`src/rtl/kernel_pingpong_ctrl_pkg.sv`:
```
// Shared types, default sizes and sizing helpers for the double-buffered
// kernel loader.
package kernel_pingpong_ctrl_pkg;

  // Number of bits needed to hold the value v (at least 1).
  function automatic int unsigned nbits(input int unsigned v);
    int unsigned n;
    n = 1;
    while ((64'd1 << n) <= 64'(v)) n++;
    return n;
  endfunction

  function automatic int unsigned sq(input int unsigned v);
    return v * v;
  endfunction

  localparam int unsigned KPP_K_DIM  = 3;
  localparam int unsigned KPP_M_BITS = 16;
  localparam int unsigned KPP_K_BITS = nbits(KPP_K_DIM);

  typedef logic [KPP_M_BITS-1:0]  elem_t;
  typedef elem_t [KPP_K_DIM-1:0]  col_t;
  typedef elem_t [KPP_K_DIM-1:0][KPP_K_DIM-1:0] kmat_t;   // [row][col]

  typedef enum logic {FILL, DRAIN} kload_state_t;

endpackage

```
`src/rtl/kernel_pingpong_ctrl_if.sv`:
```
// Kernel loader buses.
//   in_*  : column stream (valid/ready, in_last ends a kernel);
//           in_data element r (bits r*M_BITS +: M_BITS) is row r.
//   out_* : whole-kernel handoff to the multiplier array;
//           out_data element [row][col] at bits (row*K_DIM+col)*M_BITS.
// Modports: in_master/in_slave for the stream, out_master/out_slave for
// the kernel handoff.
interface kernel_pingpong_ctrl_if
  import kernel_pingpong_ctrl_pkg::*;
#(
  parameter int unsigned K_DIM  = KPP_K_DIM,
  parameter int unsigned M_BITS = KPP_M_BITS
) ();

  logic                           in_valid;
  logic                           in_ready;
  logic                           in_last;
  logic [K_DIM*M_BITS-1:0]        in_data;

  logic                           out_valid;
  logic                           out_ready;
  logic [sq(K_DIM)*M_BITS-1:0]    out_data;
  logic [nbits(K_DIM)-1:0]        out_dim;

  modport in_master  (output in_valid, in_last, in_data, input in_ready);
  modport in_slave   (input in_valid, in_last, in_data, output in_ready);
  modport out_master (output out_valid, out_data, out_dim, input out_ready);
  modport out_slave  (input out_valid, out_data, out_dim, output out_ready);

endinterface

```
`src/rtl/kernel_pingpong_ctrl_bank.sv`:
```
// One K_DIM x K_DIM kernel bank.
//   i_wr       : write column i_col with i_col_data (rows already masked)
//   i_clr      : with i_wr, clear the whole matrix before the column write
//   i_commit   : mark bank full and store i_dim
//   i_release  : consumer took the kernel, mark bank empty
//   o_full/o_mat/o_dim : stored state
module kernel_bank
  import kernel_pingpong_ctrl_pkg::*;
#(
  parameter int unsigned K_DIM  = KPP_K_DIM,
  parameter int unsigned M_BITS = KPP_M_BITS,
  parameter int unsigned K_BITS = nbits(K_DIM)
) (
  input  logic                                      clk,
  input  logic                                      rst,
  input  logic                                      i_wr,
  input  logic                                      i_clr,
  input  logic [K_BITS-1:0]                         i_col,
  input  logic [K_DIM-1:0][M_BITS-1:0]              i_col_data,
  input  logic                                      i_commit,
  input  logic [K_BITS-1:0]                         i_dim,
  input  logic                                      i_release,
  output logic                                      o_full,
  output logic [K_DIM-1:0][K_DIM-1:0][M_BITS-1:0]   o_mat,
  output logic [K_BITS-1:0]                         o_dim
);

  logic [K_DIM-1:0][K_DIM-1:0][M_BITS-1:0] r_mat;
  logic                                    r_full;
  logic [K_BITS-1:0]                       r_dim;

  always_ff @(posedge clk) begin
    if (rst) begin
      r_mat  <= '0;
      r_full <= 1'b0;
      r_dim  <= '0;
    end else begin
      if (i_wr) begin
        // Clear then overwrite: the later column assignment wins for its bits.
        if (i_clr) r_mat <= '0;
        for (int unsigned c = 0; c < K_DIM; c++) begin
          if (K_BITS'(c) == i_col) begin
            for (int unsigned r = 0; r < K_DIM; r++) r_mat[r][c] <= i_col_data[r];
          end
        end
      end
      if (i_commit) begin
        r_full <= 1'b1;
        r_dim  <= i_dim;
      end else if (i_release) begin
        r_full <= 1'b0;
      end
    end
  end

  assign o_full = r_full;
  assign o_mat  = r_mat;
  assign o_dim  = r_dim;

endmodule

```
`src/rtl/kernel_pingpong_ctrl.sv`:
```
// Double-buffered kernel loader. Columns arrive on s_in, are assembled into
// one of two banks, and completed kernels are handed out on m_out in order.
//   clk, rst  : clock, synchronous active-high reset
//   cfg_k_dim : kernel dimension, sampled on the first column of each kernel
//               (0 or >K_DIM means K_DIM)
//   s_in      : column stream slave
//   m_out     : kernel handoff master
//   err_len   : one-cycle pulse when a kernel is shorter or longer than dim
module kernel_pingpong_ctrl
  import kernel_pingpong_ctrl_pkg::*;
#(
  parameter int unsigned K_DIM  = KPP_K_DIM,
  parameter int unsigned M_BITS = KPP_M_BITS,
  parameter int unsigned K_BITS = nbits(K_DIM)
) (
  input  logic                  clk,
  input  logic                  rst,
  input  logic [K_BITS-1:0]     cfg_k_dim,
  kernel_pingpong_ctrl_if.in_slave   s_in,
  kernel_pingpong_ctrl_if.out_master m_out,
  output logic                  err_len
);

  kload_state_t      r_state;
  logic              r_wr_ptr;
  logic              r_rd_ptr;
  logic [K_BITS-1:0] r_col_cnt;
  logic [K_BITS-1:0] r_dim;
  logic              r_in_ready;
  logic              r_err_len;

  kload_state_t      w_state_nxt;
  logic [K_BITS-1:0] w_cfg_dim;
  logic [K_BITS-1:0] w_dim;
  logic [K_BITS-1:0] w_last_col;
  logic              w_beat;
  logic              w_first;
  logic              w_wr;
  logic              w_commit;
  logic              w_short;
  logic              w_long;
  logic              w_out_valid;
  logic              w_release;
  logic              w_wr_ptr_nxt;
  logic [1:0]        w_wr_b;
  logic [1:0]        w_commit_b;
  logic [1:0]        w_release_b;
  logic [1:0]        w_full;
  logic [1:0]        w_full_nxt;
  logic [K_DIM-1:0][M_BITS-1:0]            w_col;
  logic [1:0][K_DIM-1:0][K_DIM-1:0][M_BITS-1:0] w_mat;
  logic [1:0][K_BITS-1:0]                  w_bdim;

  always_comb begin
    w_cfg_dim = (cfg_k_dim == '0 || cfg_k_dim > K_BITS'(K_DIM)) ? K_BITS'(K_DIM) : cfg_k_dim;
    w_first   = (r_col_cnt == '0);
    w_dim     = w_first ? w_cfg_dim : r_dim;
    w_last_col = w_dim - K_BITS'(1);

    w_beat    = s_in.in_valid && r_in_ready;
    w_wr      = w_beat && (r_state == FILL);
    w_commit  = w_wr && (r_col_cnt == w_last_col);
    w_short   = w_wr && s_in.in_last && (r_col_cnt != w_last_col);
    w_long    = w_commit && !s_in.in_last;

    w_col = '0;
    for (int unsigned r = 0; r < K_DIM; r++) begin
      if (K_BITS'(r) < w_dim) w_col[r] = s_in.in_data[r*M_BITS +: M_BITS];
    end

    w_out_valid = r_rd_ptr ? w_full[1] : w_full[0];
    w_release   = w_out_valid && m_out.out_ready;

    w_wr_b      = {w_wr && r_wr_ptr, w_wr && !r_wr_ptr};
    w_commit_b  = {w_commit && r_wr_ptr, w_commit && !r_wr_ptr};
    w_release_b = {w_release && r_rd_ptr, w_release && !r_rd_ptr};
    w_full_nxt  = (w_full & ~w_release_b) | w_commit_b;
    w_wr_ptr_nxt = r_wr_ptr ^ w_commit;

    w_state_nxt = r_state;
    case (r_state)
      FILL:    if (w_long) w_state_nxt = DRAIN;
      DRAIN:   if (w_beat && s_in.in_last) w_state_nxt = FILL;
      default: w_state_nxt = FILL;
    endcase
  end

  always_ff @(posedge clk) begin
    if (rst) begin
      r_state    <= FILL;
      r_wr_ptr   <= 1'b0;
      r_rd_ptr   <= 1'b0;
      r_col_cnt  <= '0;
      r_dim      <= '0;
      r_in_ready <= 1'b0;
      r_err_len  <= 1'b0;
    end else begin
      r_state   <= w_state_nxt;
      r_wr_ptr  <= w_wr_ptr_nxt;
      r_err_len <= w_short || w_long;
      if (w_release) r_rd_ptr <= ~r_rd_ptr;
      if (w_wr) begin
        if (w_first) r_dim <= w_cfg_dim;
        r_col_cnt <= (s_in.in_last || w_commit) ? '0 : r_col_cnt + K_BITS'(1);
      end
      // Look ahead at next-cycle bank occupancy so ready is exact while registered.
      r_in_ready <= (w_state_nxt == DRAIN) || !w_full_nxt[w_wr_ptr_nxt];
    end
  end

  kernel_bank #(.K_DIM(K_DIM), .M_BITS(M_BITS), .K_BITS(K_BITS)) u_bank0 (
    .clk        (clk),
    .rst        (rst),
    .i_wr       (w_wr_b[0]),
    .i_clr      (w_first),
    .i_col      (r_col_cnt),
    .i_col_data (w_col),
    .i_commit   (w_commit_b[0]),
    .i_dim      (w_dim),
    .i_release  (w_release_b[0]),
    .o_full     (w_full[0]),
    .o_mat      (w_mat[0]),
    .o_dim      (w_bdim[0])
  );

  kernel_bank #(.K_DIM(K_DIM), .M_BITS(M_BITS), .K_BITS(K_BITS)) u_bank1 (
    .clk        (clk),
    .rst        (rst),
    .i_wr       (w_wr_b[1]),
    .i_clr      (w_first),
    .i_col      (r_col_cnt),
    .i_col_data (w_col),
    .i_commit   (w_commit_b[1]),
    .i_dim      (w_dim),
    .i_release  (w_release_b[1]),
    .o_full     (w_full[1]),
    .o_mat      (w_mat[1]),
    .o_dim      (w_bdim[1])
  );

  assign s_in.in_ready   = r_in_ready;
  assign m_out.out_valid = w_out_valid;
  assign m_out.out_data  = r_rd_ptr ? w_mat[1] : w_mat[0];
  assign m_out.out_dim   = r_rd_ptr ? w_bdim[1] : w_bdim[0];
  assign err_len         = r_err_len;

endmodule

```
`src/flat_wrapper.sv`:
```
// flat-port wrapper written by rule: the top's interface ports become plain ports
module kernel_pingpong_ctrl_flat import kernel_pingpong_ctrl_pkg::*;
#(
  parameter int unsigned K_DIM  = KPP_K_DIM,
  parameter int unsigned M_BITS = KPP_M_BITS,
  parameter int unsigned K_BITS = nbits(K_DIM)
)
  (clk, rst, cfg_k_dim, err_len, s_in_in_valid, s_in_in_last, s_in_in_data, s_in_in_ready, m_out_out_valid, m_out_out_data, m_out_out_dim, m_out_out_ready);
  kernel_pingpong_ctrl_if #(.K_DIM(K_DIM), .M_BITS(M_BITS)) s_in_i ();
  kernel_pingpong_ctrl_if #(.K_DIM(K_DIM), .M_BITS(M_BITS)) m_out_i ();
  input  logic clk;
  input  logic rst;
  input  logic [K_BITS-1:0] cfg_k_dim;
  output logic err_len;
  input wire logic [$bits(s_in_i.in_valid)-1:0] s_in_in_valid;
  input wire logic [$bits(s_in_i.in_last)-1:0] s_in_in_last;
  input wire logic [$bits(s_in_i.in_data)-1:0] s_in_in_data;
  output wire logic [$bits(s_in_i.in_ready)-1:0] s_in_in_ready;
  output wire logic [$bits(m_out_i.out_valid)-1:0] m_out_out_valid;
  output wire logic [$bits(m_out_i.out_data)-1:0] m_out_out_data;
  output wire logic [$bits(m_out_i.out_dim)-1:0] m_out_out_dim;
  input wire logic [$bits(m_out_i.out_ready)-1:0] m_out_out_ready;
  assign s_in_i.in_valid = s_in_in_valid;
  assign s_in_i.in_last = s_in_in_last;
  assign s_in_i.in_data = s_in_in_data;
  assign s_in_in_ready = s_in_i.in_ready;
  assign m_out_out_valid = m_out_i.out_valid;
  assign m_out_out_data = m_out_i.out_data;
  assign m_out_out_dim = m_out_i.out_dim;
  assign m_out_i.out_ready = m_out_out_ready;
  kernel_pingpong_ctrl #(.K_DIM(K_DIM), .M_BITS(M_BITS), .K_BITS(K_BITS)) u_core (.clk(clk), .rst(rst), .cfg_k_dim(cfg_k_dim), .s_in(s_in_i), .m_out(m_out_i), .err_len(err_len));
endmodule
```
`config.mk`:
```
export PLATFORM = sky130hd
export DESIGN_NAME = kernel_pingpong_ctrl_flat
export DESIGN_NICKNAME = d
export VERILOG_FILES = /design/src/rtl/kernel_pingpong_ctrl_pkg.sv /design/src/rtl/kernel_pingpong_ctrl_if.sv /design/src/rtl/kernel_pingpong_ctrl_bank.sv /design/src/rtl/kernel_pingpong_ctrl.sv /design/src/flat_wrapper.sv
export SDC_FILE = /design/constraint.sdc
export NUM_CORES = 1
export LEC_CHECK = 0
export CELL_PAD_IN_SITES_DETAIL_PLACEMENT = 1
export CELL_PAD_IN_SITES_GLOBAL_PLACEMENT = 2
export CORE_MARGIN = 4
export CORE_UTILIZATION = 41
export CTS_BUF_LIST = sky130_fd_sc_hd__clkbuf_4
export DETAILED_ROUTE_END_ITERATION = 12
export DONT_BUFFER_PORTS = 1
export GPL_ROUTABILITY_DRIVEN = 0
export PLACE_DENSITY_LB_ADDON = 0.05
export SYNTH_ARGS = -nofsm -noshare
export SYNTH_HDL_FRONTEND = slang
export SYNTH_SLANG_ARGS = --single-unit
```
`constraint.sdc`:
```
create_clock -name clk -period 4.65 [get_ports clk]
set_clock_uncertainty 0.05 [all_clocks]
set_input_delay 0.93 -clock clk [delete_from_list [all_inputs] [get_ports clk]]
set_output_delay 0.93 -clock clk [all_outputs]
set_load 0.03 [all_outputs]
```
Yosys cells after proc, flatten, opt, wreduce, memory -nomap -nowiden

Index checks and enable logic that the tools add are counted.
W data, S select, Z words.

Add/subtract/negate cells: 2
$lt $le $gt $ge: 5
Eq/ne operators: 4
Muxes and demuxes: 28
Bitwise logic cells: 6
Reductions and logical operators: 34

Operators by type and width:

| cell                  | number |
|---|---|
| $mux W144             | 2 |
| $mux W16              | 12 |
| $logic_and A1 B1 Y1   | 14 |
| $reduce_and A2 Y1     | 6 |
| $mux W1               | 9 |
| $mux W2               | 4 |
| $reduce_bool A2 Y1    | 4 |
| $logic_not A1 Y1      | 4 |
| $logic_not A2 Y1      | 2 |
| $logic_or A1 B1 Y1    | 4 |
| $lt A1 B2 Y1 const A  | 2 |
| $add A2 B1 Y2 const B | 1 |
| $and A2 B2 Y2         | 1 |
| $eq A1 B2 Y1 const A  | 1 |
| $eq A2 B2 Y1          | 1 |
| $eq A2 B2 Y1 const A  | 1 |
| $gt A2 B2 Y1 const B  | 1 |
| $lt A1 B2 Y1 const B  | 1 |
| $lt A2 B2 Y1 const A  | 1 |
| $ne A2 B2 Y1          | 1 |
| $not A1 Y1            | 2 |
| $not A2 Y2            | 1 |
| $or A2 B2 Y2          | 1 |
| $pmux W1 S2           | 1 |
| other kinds (2)       | 2 |

Flip-flop bits (word level): 303
Input bits: 55
Output and inout port bits: 149
Word-level logic and storage cells: 108

Longest topological paths before layout

Depth after elaboration: 13
Gate-level depth with buffers: 16
Depth with buffers taken out: 13

Hierarchy

From an unflattened synthesis, not the netlist that was laid out.

Cells, all modules: 1068
Area total of the unflattened synthesis: 12177.9 µm²

By module, submodules not included:

| module               | instances | cells each | area an instance (µm²) | sequential area each (µm²) |
|---|---|---|---|---|
| kernel_bank          | 2         | 392        | 4778.3                 | 2942.8 |
| kernel_pingpong_ctrl | 1         | 284        | 2621.3                 | 180.2 |

Worst setup path before layout

Ideal clock, no wire load.

Kind: input to register
Start point: in cfg_k_dim[0]
End point: reg u_core.r_in_ready, in the netlist u_core.s_in.in_ready
Setup time: 0.073 ns
Arrival time: 3.425 ns
Required time: 4.527 ns
Path slack: 1.102 ns
Stages: 13
Path buffers: 2
Cells stage by stage: and3b_1 > nor2_4 > buf_2 > buf_2 > inv_1 > ha_1 > xnor2_1 > or4_4 > a21oi_1 > ha_1 > nor3_1 > a21oi_1 > o211ai_2

Cells in the longest elaborated chain, start to end: 13
Elaborated cells on any way between the ends: 19
Those cells by class: add/sub: 1; order compare: 1; eq/ne: 1; mux: 6; bitwise: 2; reduce/logical: 8

RTL lines:

| what                                                    | line                        | text |
|---|---|---|
| start: declaration                                      | flat_wrapper.sv:13          | `input logic [K_BITS-1:0] cfg_k_dim;` |
| $gt A2 B2 Y1 / $logic_not A2 Y1 (equally long branches) | kernel_pingpong_ctrl.sv:55  | `w_cfg_dim = (cfg_k_dim == '0 \|\| cfg_k_dim > K_BITS'(K_DIM)) ? K_BITS'(K_DIM) : cfg_k_dim;` |
| $logic_or A1 B1 Y1                                      | kernel_pingpong_ctrl.sv:55  |  |
| $mux W2 (*)                                             | kernel_pingpong_ctrl.sv:55  |  |
| $mux W2 (*)                                             | n/a                         |  |
| $sub A2 B1 Y2 (*)                                       | kernel_pingpong_ctrl.sv:58  | `w_last_col = w_dim - K_BITS'(1);` |
| $eq A2 B2 Y1 (*)                                        | kernel_pingpong_ctrl.sv:62  | `w_commit = w_wr && (r_col_cnt == w_last_col);` |
| $logic_and A1 B1 Y1 (*)                                 | kernel_pingpong_ctrl.sv:62  |  |
| $logic_and A1 B1 Y1                                     | kernel_pingpong_ctrl.sv:75  | `w_commit_b = {w_commit && r_wr_ptr, w_commit && !r_wr_ptr};` |
| $or A2 B2 Y2                                            | kernel_pingpong_ctrl.sv:77  | `w_full_nxt = (w_full & ~w_release_b) \| w_commit_b;` |
| $mux W1 (implied by the code) (2 in series)             | kernel_pingpong_ctrl.sv:107 | `r_in_ready <= (w_state_nxt == DRAIN) \|\| !w_full_nxt[w_wr_ptr_nxt];` |
| $logic_not A1 Y1                                        | kernel_pingpong_ctrl.sv:107 |  |
| $logic_or A1 B1 Y1 (*)                                  | kernel_pingpong_ctrl.sv:107 |  |
| end signal: assignment                                  | kernel_pingpong_ctrl.sv:107 |  |
| end: declaration                                        | kernel_pingpong_ctrl.sv:29  | `logic r_in_ready;` |

Mark *: on every way between the ends. The rest lies on a longest branch, timed or not. The select of a mux whose other input is x is not followed.
A chain may end at the register's enable or synchronous reset.

Final worst setup path

Start point: reg u_core.r_col_cnt[0]
End point: reg u_core.r_in_ready, in the netlist u_core.s_in.in_ready

Cells in the longest elaborated chain, start to end: 11
Elaborated cells on any way between the ends: 16
Those cells by class: add/sub: 1; eq/ne: 1; mux: 5; bitwise: 2; reduce/logical: 7

RTL lines:

| what                                        | line                        | text |
|---|---|---|
| start: declaration                          | kernel_pingpong_ctrl.sv:27  | `logic [K_BITS-1:0] r_col_cnt;` |
| start signal: assignment                    | kernel_pingpong_ctrl.sv:104 | `r_col_cnt <= (s_in.in_last \|\| w_commit) ? '0 : r_col_cnt + K_BITS'(1);` |
| $logic_not A2 Y1                            | kernel_pingpong_ctrl.sv:56  | `w_first = (r_col_cnt == '0);` |
| $mux W2                                     | n/a                         |  |
| $sub A2 B1 Y2                               | kernel_pingpong_ctrl.sv:58  |  |
| $eq A2 B2 Y1 (*)                            | kernel_pingpong_ctrl.sv:62  |  |
| $logic_and A1 B1 Y1 (*)                     | kernel_pingpong_ctrl.sv:62  |  |
| $logic_and A1 B1 Y1                         | kernel_pingpong_ctrl.sv:75  |  |
| $or A2 B2 Y2                                | kernel_pingpong_ctrl.sv:77  |  |
| $mux W1 (implied by the code) (2 in series) | kernel_pingpong_ctrl.sv:107 |  |
| $logic_not A1 Y1                            | kernel_pingpong_ctrl.sv:107 |  |
| $logic_or A1 B1 Y1 (*)                      | kernel_pingpong_ctrl.sv:107 |  |

Marked as above.

==> results.cfg <==
[status]
outcome = completed

[yosys]
yosysSeqAreaShare_pct = 48.8
synthesis.area_per_instance_um2 = 9.74
synth-seq-cells = 303
yosysTopAreaCell = dfxtp_1
yosysUniqueCellTypes = 45
synthTopCellsByArea = dfxtp_1, mux2_2, a32oi_1, nor2_1, a22oi_1
synth_edf_count = 0
synth_top_area_share_pct = 48.8
synth_cells = 1276
yosys_warnings = 0
syn-num-nets = 1337
synth_flop_cell = dfxtp_1
synthArstFlopShare_pct = 0
netlist_area_um2 = 12400

[clock_tree]
postCtsResizedCells = 0
numCtsBuffers = 85
clk_latency_ns = 0.71
post_cts_buffers = 0
cts_buffer_depth = 3
cts_root_buf = clkbuf_4
cts_tree = built
cts-htree-levels = 3
hold_buffers = 0
path_clk_slew_ns = 0.07
cts.sink_count = 303

[sta]
drv_slew = 0
fmax_ghz = 0.276
hold_viol_final = 0
rsz0062_at_grt = no
timing.final.crit_share_pct = 77.9
relSlewSlack_pct = 27.3
worst-slew-pin-transition_ns = 1.09
period_minus_slack_ns = 3.62
setup_violations = 0
final.setup.tns_ns = 0

[route]
drc = 0
wl_per_cell_um = 23.0
dr_total_vias = 9767
first_pass_iters = 4
routed_wl_mm = 39.4
drt_iter0_markers = 763
vias_per_cell = 5.70
postRouteAntennaNets = 0

[floorplanning]
dieArea_um2 = 33200
start_util_pct = 41.7
fp.dieW_um = 182
io_pins = 204
core_area_um2 = 29800
std_cell_rows = 63
die_y_um = 182

[final_layout]
drive_above_1_share_pct = 24.4
fin_nets = 1320
area_delta_synth_final_pct = 9.86
regArea_um2 = 6070
multiInputGateArea_um2 = 5800
fill_cells = 3390

[placed_design]
io_buffer_count = 0
dp_hpwl_mm = 23.0

[worst_setup_path]
path_class = flip-flop to flip-flop
cp-end-kind = flip-flop
required_ns = 5.23
cp.arrival_ns = 4.20
startpoint_type = flip-flop
critPathMaxFanout = 13

[power]
p_leak_nw = 5.04
power_density_nw_per_um2 = 420
total_power_w = 0.00574
ir_drop_mv = 0.185

[min_path]
hp-class = primary input to flip-flop

[run]
drv_cap = 0

[global_routing]
antenna_found_initial = 3
grt_max_degree = 251
grt_pass1_wl_mm = 60.2
grt_pass1_vias = 9924
grt_usage_pct = 22.8
overflow = 0
[registers in the layout, indices dropped and copies added, names as in the netlist]
name / count
u_core.r_rd_ptr: 1
u_core.u_bank0.o_full: 1
u_core.u_bank1.o_mat: 144
u_core.u_bank0.o_dim: 2
u_core.r_col_cnt: 2
u_core.r_state: 1
u_core.u_bank1.o_full: 1
u_core.r_dim: 2
u_core.err_len: 1
u_core.s_in.in_ready: 1
u_core.u_bank1.o_dim: 2
u_core.u_bank0.o_mat: 144
u_core.r_wr_ptr: 1
[layout by cell type (no fill, tap or decap), types with 2 or more instances in the layout]
cell / Yosys / final
a32o_1: 16 / 16
o2bb2ai_1: 16 / 16
inv_1: 8 / 8
a22o_1: 32 / 32
nor3_1: 5 / 5
diode_2: 0 / 3
nand2_2: 0 / 2
o21ai_4: 0 / 3
o21ai_1: 3 / 2
nand3b_1: 33 / 33
nand2_1: 120 / 118
nor2_1: 143 / 143
xor2_1: 2 / 2
and3b_1: 3 / 3
o21ai_0: 32 / 32
clkbuf_4: 0 / 136
nand2b_1: 4 / 4
a22oi_1: 64 / 64
a32oi_1: 64 / 64
mux2_2: 146 / 146
nor2b_1: 21 / 21
dfxtp_1: 303 / 302
nand3_1: 32 / 32
and2_1: 4 / 4
clkinv_1: 0 / 10
buf_4: 0 / 19
mux2i_1: 5 / 4
inv_2: 0 / 3
and2_4: 2 / 2
a21oi_1: 70 / 70
ha_1: 6 / 6
[metrics by stage]
stage	utilization, %	setup WS (ns)	hold slack (ns)	instance area (µm²)	cells
2_1_floorplan	-	1.10	0.377	12400	1276
5_1_grt	45.8	0.674	0.244	13700	1715
3_5_place_dp	42.1	1.03	0.392	12600	1562
6_report	45.8	1.03	0.308	13700	1715
4_1_cts	45.8	1.00	0.204	13700	1712
3_3_place_gp	42.1	1.13	0.388	12600	1562
[critical path, stage by stage (launching register included)]
cell and delay [ns]:
dfxtp_1 0.37, inv_1 0.10, ha_1 0.66, nor2_1 0.19
nor2_1 0.23, inv_1 0.09, ha_1 0.32, xnor2_1 0.15
or4_4 0.44, a21oi_1 0.24, ha_1 0.30, nor3_1 0.19
a21oi_1 0.08, o211ai_2 0.13
[Yosys cell counts, types with 33 or more instances]
library cell	n
dfxtp_1	303
mux2_2	146
nor2_1	143
nand2_1	120
a21oi_1	70
a22oi_1	64
a32oi_1	64
clkbuf_1	59
buf_2	39
nand3b_1	33
[kinds of logic (layout without fill, tap and decap cells)]
| family | Yosys count | after routing | share of synthesized area [%] |
|---|---|---|---|
| buffers and inverters | 132 | 178 | 4.90 |
| AO/OA/AOI/OAI | 307 | 307 | 18.0 |
| other | 0 | 3 | 0 |
| multiplexers | 151 | 151 | 13.6 |
| XOR/XNOR | 3 | 3 | 0.211 |
| flip-flops | 303 | 303 | 48.8 |
| adder cells (fa/ha/maj) | 6 | 6 | 0.604 |
| AND/OR/NAND/NOR | 374 | 374 | 13.9 |
[power breakdown]
part           internal (W)  switching (W)
clock network       0.00137        0.00113
registers           0.00265      0.0000390
logic              0.000143       0.000414
total               0.00416        0.00158
[final cells by class]
| class | count | share of cell area, % |
|---|---|---|
| Sequential cell | 303 | 44.4 |
| Multi-Input combinational cell | 841 | 42.5 |
| Clock buffer | 136 | 7.47 |
| Tap cell | 390 | 3.57 |
| Timing Repair Buffer | 20 | 1.19 |
| Clock inverter | 14 | 0.577 |
| Inverter | 8 | 0.220 |
| Antenna cell | 3 | 0.0550 |
[per-layer routing]
metal / share of wire, % / vias up / global-route usage (%)
met5: 0 / - / 0
met4: 1.7 / 0 / 6.54
met3: 7.5 / 56 / 7.75
met2: 47 / 274 / 35.6
met1: 44 / 4845 / 30.1
li1: - / 4592 / -
[path summary, 6_finish.rpt]
path	from	to	slack (ns)	depth (start not counted)
hold / removal	s_in_in_data[32]	u_core.u_bank0.o_mat[112]$_SDFFE_PP0P_	0.31	1
setup / recovery	u_core.r_col_cnt[0]$_SDFFE_PP0N_	u_core.s_in.in_ready$_SDFF_PP0_	1.03	13
setup reg to reg	u_core.r_col_cnt[0]$_SDFFE_PP0N_	u_core.s_in.in_ready$_SDFF_PP0_	1.03	13
hold reg to reg	u_core.u_bank1.o_mat[51]$_SDFFE_PP0P_	u_core.u_bank1.o_mat[51]$_SDFFE_PP0P_	0.40	2
Power figures use the tool's default switching activity.
